`src/rtl/ili9341_controller.sv`:
```
// ILI9341 SPI panel controller: power-up init, address window setup and
// continuous RGB565 pixel streaming paced by a pixel-rate strobe.
`default_nettype none

module ili9341_controller #(
   parameter int WAIT_CYCLES = 7_500_000,
   parameter int COLS        = 240,
   parameter int ROWS        = 240
) (
   input  logic        clk,
   input  logic        rst,
   input  logic        frame_done,
   input  logic [15:0] input_data,
   output logic        spi_mosi,
   output logic        spi_sck,
   output logic        spi_cs,
   output logic        spi_dc,
   output logic        data_clk
);
   localparam int WW = ($clog2(WAIT_CYCLES + 1) > 24) ? $clog2(WAIT_CYCLES + 1) : 24;
   localparam logic [WW-1:0] WAIT_LAST = WW'(WAIT_CYCLES - 1);
   localparam logic [4:0] LAST_INIT = 5'd6;
   localparam logic [4:0] FIRST_WIN = 5'd7;
   localparam logic [4:0] LAST_WIN  = 5'd17;

   typedef enum logic [2:0] {INIT_CMD, INIT_WAIT, WINDOW, STREAM, FRAME_IDLE} state_t;

   state_t        state_q, state_d;
   logic          run_q, run_d;
   logic [4:0]    cnt_q, cnt_d;
   logic [4:0]    idx_q, idx_d;
   logic [WW-1:0] wait_q, wait_d;
   logic [15:0]   shift_q, shift_d;
   logic          mosi_d, sck_d, cs_d, dc_d, dclk_d;
   logic [7:0]    byte_d;

   // Indices 0-6 are the init bytes, 7-17 the window setup bytes.
   function automatic logic [7:0] seq_byte(input logic [4:0] idx);
      case (idx)
         5'd0:    seq_byte = 8'h01;
         5'd1:    seq_byte = 8'h11;
         5'd2:    seq_byte = 8'h3A;
         5'd3:    seq_byte = 8'h55;
         5'd4:    seq_byte = 8'h36;
         5'd5:    seq_byte = 8'h48;
         5'd6:    seq_byte = 8'h29;
         5'd7:    seq_byte = 8'h2A;
         5'd11:   seq_byte = 8'(COLS - 1);
         5'd12:   seq_byte = 8'h2B;
         5'd16:   seq_byte = 8'(ROWS - 1);
         5'd17:   seq_byte = 8'h2C;
         default: seq_byte = 8'h00;
      endcase
   endfunction

   function automatic logic is_cmd(input logic [4:0] idx);
      is_cmd = (idx inside {5'd0, 5'd1, 5'd2, 5'd4, 5'd6, 5'd7, 5'd12, 5'd17});
   endfunction

   always_comb begin
      state_d = state_q;
      run_d   = 1'b1;
      cnt_d   = cnt_q + 5'd1;
      idx_d   = idx_q;
      wait_d  = wait_q;
      shift_d = shift_q;
      // The first cycle after reset only arms the outputs, so bit 7 of 0x01
      // gets a full cycle A.
      if (!run_q) begin
         cnt_d = 5'd0;
      end else begin
         case (state_q)
            INIT_CMD: if (cnt_q == 5'd15) begin
               cnt_d = 5'd0;
               idx_d = idx_q + 5'd1;
               if (idx_q < 5'd2) begin
                  state_d = INIT_WAIT;
                  wait_d  = '0;
               end else if (idx_q == LAST_INIT) begin
                  state_d = frame_done ? FRAME_IDLE : WINDOW;
               end
            end
            INIT_WAIT: begin
               cnt_d = 5'd0;
               if (wait_q == WAIT_LAST) state_d = INIT_CMD;
               else                     wait_d  = wait_q + 1'b1;
            end
            WINDOW: if (cnt_q == 5'd15) begin
               cnt_d = 5'd0;
               if (idx_q == LAST_WIN) begin
                  state_d = STREAM;
                  shift_d = input_data;
               end else begin
                  idx_d = idx_q + 5'd1;
               end
            end
            STREAM: if (cnt_q == 5'd31) begin
               shift_d = input_data;
               if (frame_done) state_d = FRAME_IDLE;
            end
            FRAME_IDLE: if (cnt_q == 5'd31 && !frame_done) begin
               state_d = WINDOW;
               idx_d   = FIRST_WIN;
            end
            default: state_d = INIT_CMD;
         endcase
      end

      // Outputs are decoded from the next state so they register in step with it.
      byte_d = seq_byte(idx_d);
      mosi_d = 1'b0;
      sck_d  = 1'b0;
      cs_d   = 1'b1;
      dc_d   = 1'b0;
      dclk_d = 1'b0;
      case (state_d)
         INIT_CMD, WINDOW: begin
            cs_d   = 1'b0;
            sck_d  = cnt_d[0];
            mosi_d = byte_d[3'd7 - cnt_d[3:1]];
            dc_d   = ~is_cmd(idx_d);
         end
         STREAM: begin
            cs_d   = 1'b0;
            sck_d  = cnt_d[0];
            mosi_d = shift_d[4'd15 - cnt_d[4:1]];
            dc_d   = 1'b1;
            dclk_d = ~cnt_d[4];
         end
         FRAME_IDLE: dclk_d = ~cnt_d[4];
         default: ;
      endcase
   end

   always_ff @(posedge clk or negedge rst) begin
      if (!rst) begin
         state_q  <= INIT_CMD;
         run_q    <= 1'b0;
         cnt_q    <= 5'd0;
         idx_q    <= 5'd0;
         wait_q   <= '0;
         shift_q  <= 16'h0000;
         spi_mosi <= 1'b0;
         spi_sck  <= 1'b0;
         spi_cs   <= 1'b1;
         spi_dc   <= 1'b0;
         data_clk <= 1'b0;
      end else begin
         state_q  <= state_d;
         run_q    <= run_d;
         cnt_q    <= cnt_d;
         idx_q    <= idx_d;
         wait_q   <= wait_d;
         shift_q  <= shift_d;
         spi_mosi <= mosi_d;
         spi_sck  <= sck_d;
         spi_cs   <= cs_d;
         spi_dc   <= dc_d;
         data_clk <= dclk_d;
      end
   end

endmodule

`default_nettype wire

```
`config.mk`:
```
export PLATFORM = sky130hd
export DESIGN_NAME = ili9341_controller
export DESIGN_NICKNAME = d
export VERILOG_FILES = /design/src/rtl/ili9341_controller.sv
export SDC_FILE = /design/constraint.sdc
export NUM_CORES = 1
export LEC_CHECK = 0
export ABC_CLOCK_PERIOD_IN_PS = 7600
export CAP_MARGIN = 20
export CORE_ASPECT_RATIO = 1.4
export CORE_MARGIN = 2
export CORE_UTILIZATION = 50
export CTS_BUF_LIST = sky130_fd_sc_hd__clkbuf_8 sky130_fd_sc_hd__clkbuf_16
export DETAILED_ROUTE_END_ITERATION = 10
export PLACE_DENSITY = 0.76
export REMOVE_ABC_BUFFERS = 1
export SETUP_SLACK_MARGIN = 0.02
export SLEW_MARGIN = 10
export SYNTH_ARGS = -nofsm -noshare
export SYNTH_HDL_FRONTEND = slang
export SYNTH_SLANG_ARGS = --single-unit
export TNS_END_PERCENT = 1
```
`constraint.sdc`:
```
create_clock -name clk -period 7.6 [get_ports clk]
set_input_delay 1.52 -clock clk [delete_from_list [all_inputs] [get_ports clk]]
set_output_delay 1.52 -clock clk [all_outputs]
set_load 0.02 [all_outputs]
```
==> reports/metrics.cfg <==
[logic_synthesis]
seq_area_frac_synth_pct = 39.21
netlist_area_sq_um = 3769
synth_flop_cell = dfrtp_1
yosysWarnings = 0
synth.distinct_cells = 72
syn_area_per_cell_sq_um = 9.422
synthCells = 400
synth_edf_count = 0
ys_seq_elements = 59
async_flop_share_pct = 100.0

[clock_network]
clk_pin_slew_ps = 70
post_cts_buffers = 0
cts_max_level = 3
cts_hold_buf = 0
cts_tree = done
cts_buffer_depth = 2
clock_latency_ps = 340
cts_sinks = 59
cts_buffers = 9
cts_resized = 0
root_buffer = clkbuf_8

[global_routing]
grt_overflow = 0
grt_max_degree = 60
use_met2_pct = 31.74
busiest_layer = met2
grt_pass1_vias = 2898
antenna_found_initial = 0
grt_use_total_pct = 20.31
grt_use_met3_pct = 4.882
grt_util_met1_pct = 25.81
grt_pass1_wl_mm = 13.38

[layout]
layout-drive-gt1-share_pct = 12.74
final_common_cell = dfrtp_1
seqCellArea_sq_um = 1478
nNetsFinal = 450
fill_cells = 667
mostFrequentLayoutCells = dfrtp_1 (58), nor2_1 (43), nand2_1 (40), inv_1 (22), clkdlybuf4s50_1 (22)
area_delta_synth_final_pct = 12.08
fin_util_pct = 57.75
multi_input_area_sq_um = 2137
final_cell_area_sq_um = 4224
diodes = 0

[timing]
hold_viol_final = 0
whs_ps = 493.1
maxSlewHeadroom_pct = 37.82
setup_tns_ps = 0
fmax_mhz = 245.9
rsz0062_at_grt = no
setup_violations = 0
worstMarginPinSlew_ps = 930.4
slew_violations = 0
fin_crit_ps = 4067
finalClockSkew_ps = 10.13
fin_crit_sh_pct = 53.51

[die]
die_y_um = 106.7
rows = 37
io_pins = 24
die_w_um = 77.38
die-area_sq_um = 8257
fp.coreArea_sq_um = 7315
initial_utilization_pct = 51.52

[worst_setup_path]
critPathMaxFanout = 7
required_ps = 7820
critical_path.startpoint_type = input pin
worst_setup_path_end_kind = register
crit_arrival_ps = 4290
worstSetupStartpoint = frame_done
critical_path_class = input pin to register
rr_startpoint = cnt_q[0]$_DFF_PN0_

[pwr]
ir_drop_uv = 174.4
power_leakage_nw = 1.825
p_total_mw = 0.6266
p_per_area_nw_per_um2 = 148.3

[min_path]
hp-class = register to register
hp-start = wait_q[4]$_DFFE_PN0P_

[drt]
ant_nets = 0
initialDrtViolationCount = 216
drtPass1Iterations = 4
avgViaCountPerCell = 5.814
vias = 3029
route.detailed.drc = 0
wire_per_inst_um = 14.93
wl_mm = 7.780

[job]
maxCapViolCount = 0

[placed_design]
gp_routability_congestion = 0.8635
place_area_sq_um = 4044
dp_hpwl_mm = 5.459
port_buffers = 23

[status]
status = finished, final reports clean

-- layer usage --
layer,up-vias,routed length (um)
li1,1473,-
met2,61,3858
met4,0,284
met1,1470,3381
met5,-,0
met3,25,257
-- cell usage after synthesis (all sizes together), types with 8 or more instances --
library cell | number | share of area (%)
ha | 12 | 4.0
nand2 | 40 | 4.0
nand2b | 13 | 2.2
nor2 | 43 | 4.3
nand4 | 9 | 1.5
o21ai | 18 | 2.5
xor2 | 16 | 3.7
mux2 | 19 | 5.7
nor3 | 8 | 1.1
a21oi | 12 | 1.6
nand3 | 16 | 2.1
buf | 12 | 1.6
dfrtp | 58 | 39
inv | 20 | 2.0
mux2i | 12 | 3.2
-- critical path, cell delays in order --
cell	delay (ps)
clkdlybuf4s50_1	490
nor2b_1	300
a31oi_1	150
mux2i_1	510
inv_1	210
ha_1	260
mux2i_1	190
a221oi_1	120
o21ai_0	180
a221oi_1	100
a211o_1	250
-- sequential cells by signal (all words and copies together), names as in the netlist --
name	cells
wait_q	24
shift_q	16
cnt_q	5
idx_q	5
state_q	3
data_clk	1
run_q	1
spi_cs	1
spi_dc	1
spi_mosi	1
spi_sck	1
-- where the power goes --
group	internal [mW]	total (mW)	leakage, nW	switching, mW
Combinational	0.0249	0.0525	0.969	0.0275
Clock	0.131	0.249	0.103	0.118
Sequential	0.320	0.325	0.753	0.00485
Total	0.476	0.627	1.82	0.150
-- final cells by class --
type | count | area share [%]
clock buffer | 11 | 3.584
tap | 97 | 2.873
multi-input combinational | 304 | 50.59
timing repair buffer | 25 | 5.687
clock inverter | 5 | 0.5036
sequential | 59 | 34.98
inverter | 20 | 1.777
-- final timing paths --
kind,to,slack [ps],cells past startpoint
setup / recovery,spi_mosi$_DFF_PN0_,3530,11
max in group asynchronous,spi_sck$_DFF_PN0_,5790,2
setup reg to reg,spi_mosi$_DFF_PN0_,3810,11
min in group asynchronous,wait_q[18]$_DFFE_PN0P_,1310,2
hold reg to reg,wait_q[4]$_DFFE_PN0P_,490,1
hold / removal,wait_q[4]$_DFFE_PN0P_,490,1
-- per-stage QoR --
stage	std cells	worst slack (ps)
4_1_cts	520	3598
2_1_floorplan	383	4001
3_5_place_dp	504	3248
5_1_grt	521	3327
3_3_place_gp	504	3333
6_report	521	3533
-- cell families (layout without fill, tap and decap cells) --
group                    Yosys count  count (layout)  share of synthesized area [%]
AO/OA/AOI/OAI                     74              74                          15.04
flip-flops                        59              59                          39.21
other                              1               1                        0.09951
adder cells (fa/ha/maj)           13              13                          4.283
XOR/XNOR                          19              19                          4.416
AND/OR/NAND/NOR                  164             164                          22.81
multiplexers                      33              33                          10.06
buffers and inverters             37              61                          4.084
No activity file was read; power rests on OpenSTA's default activity.
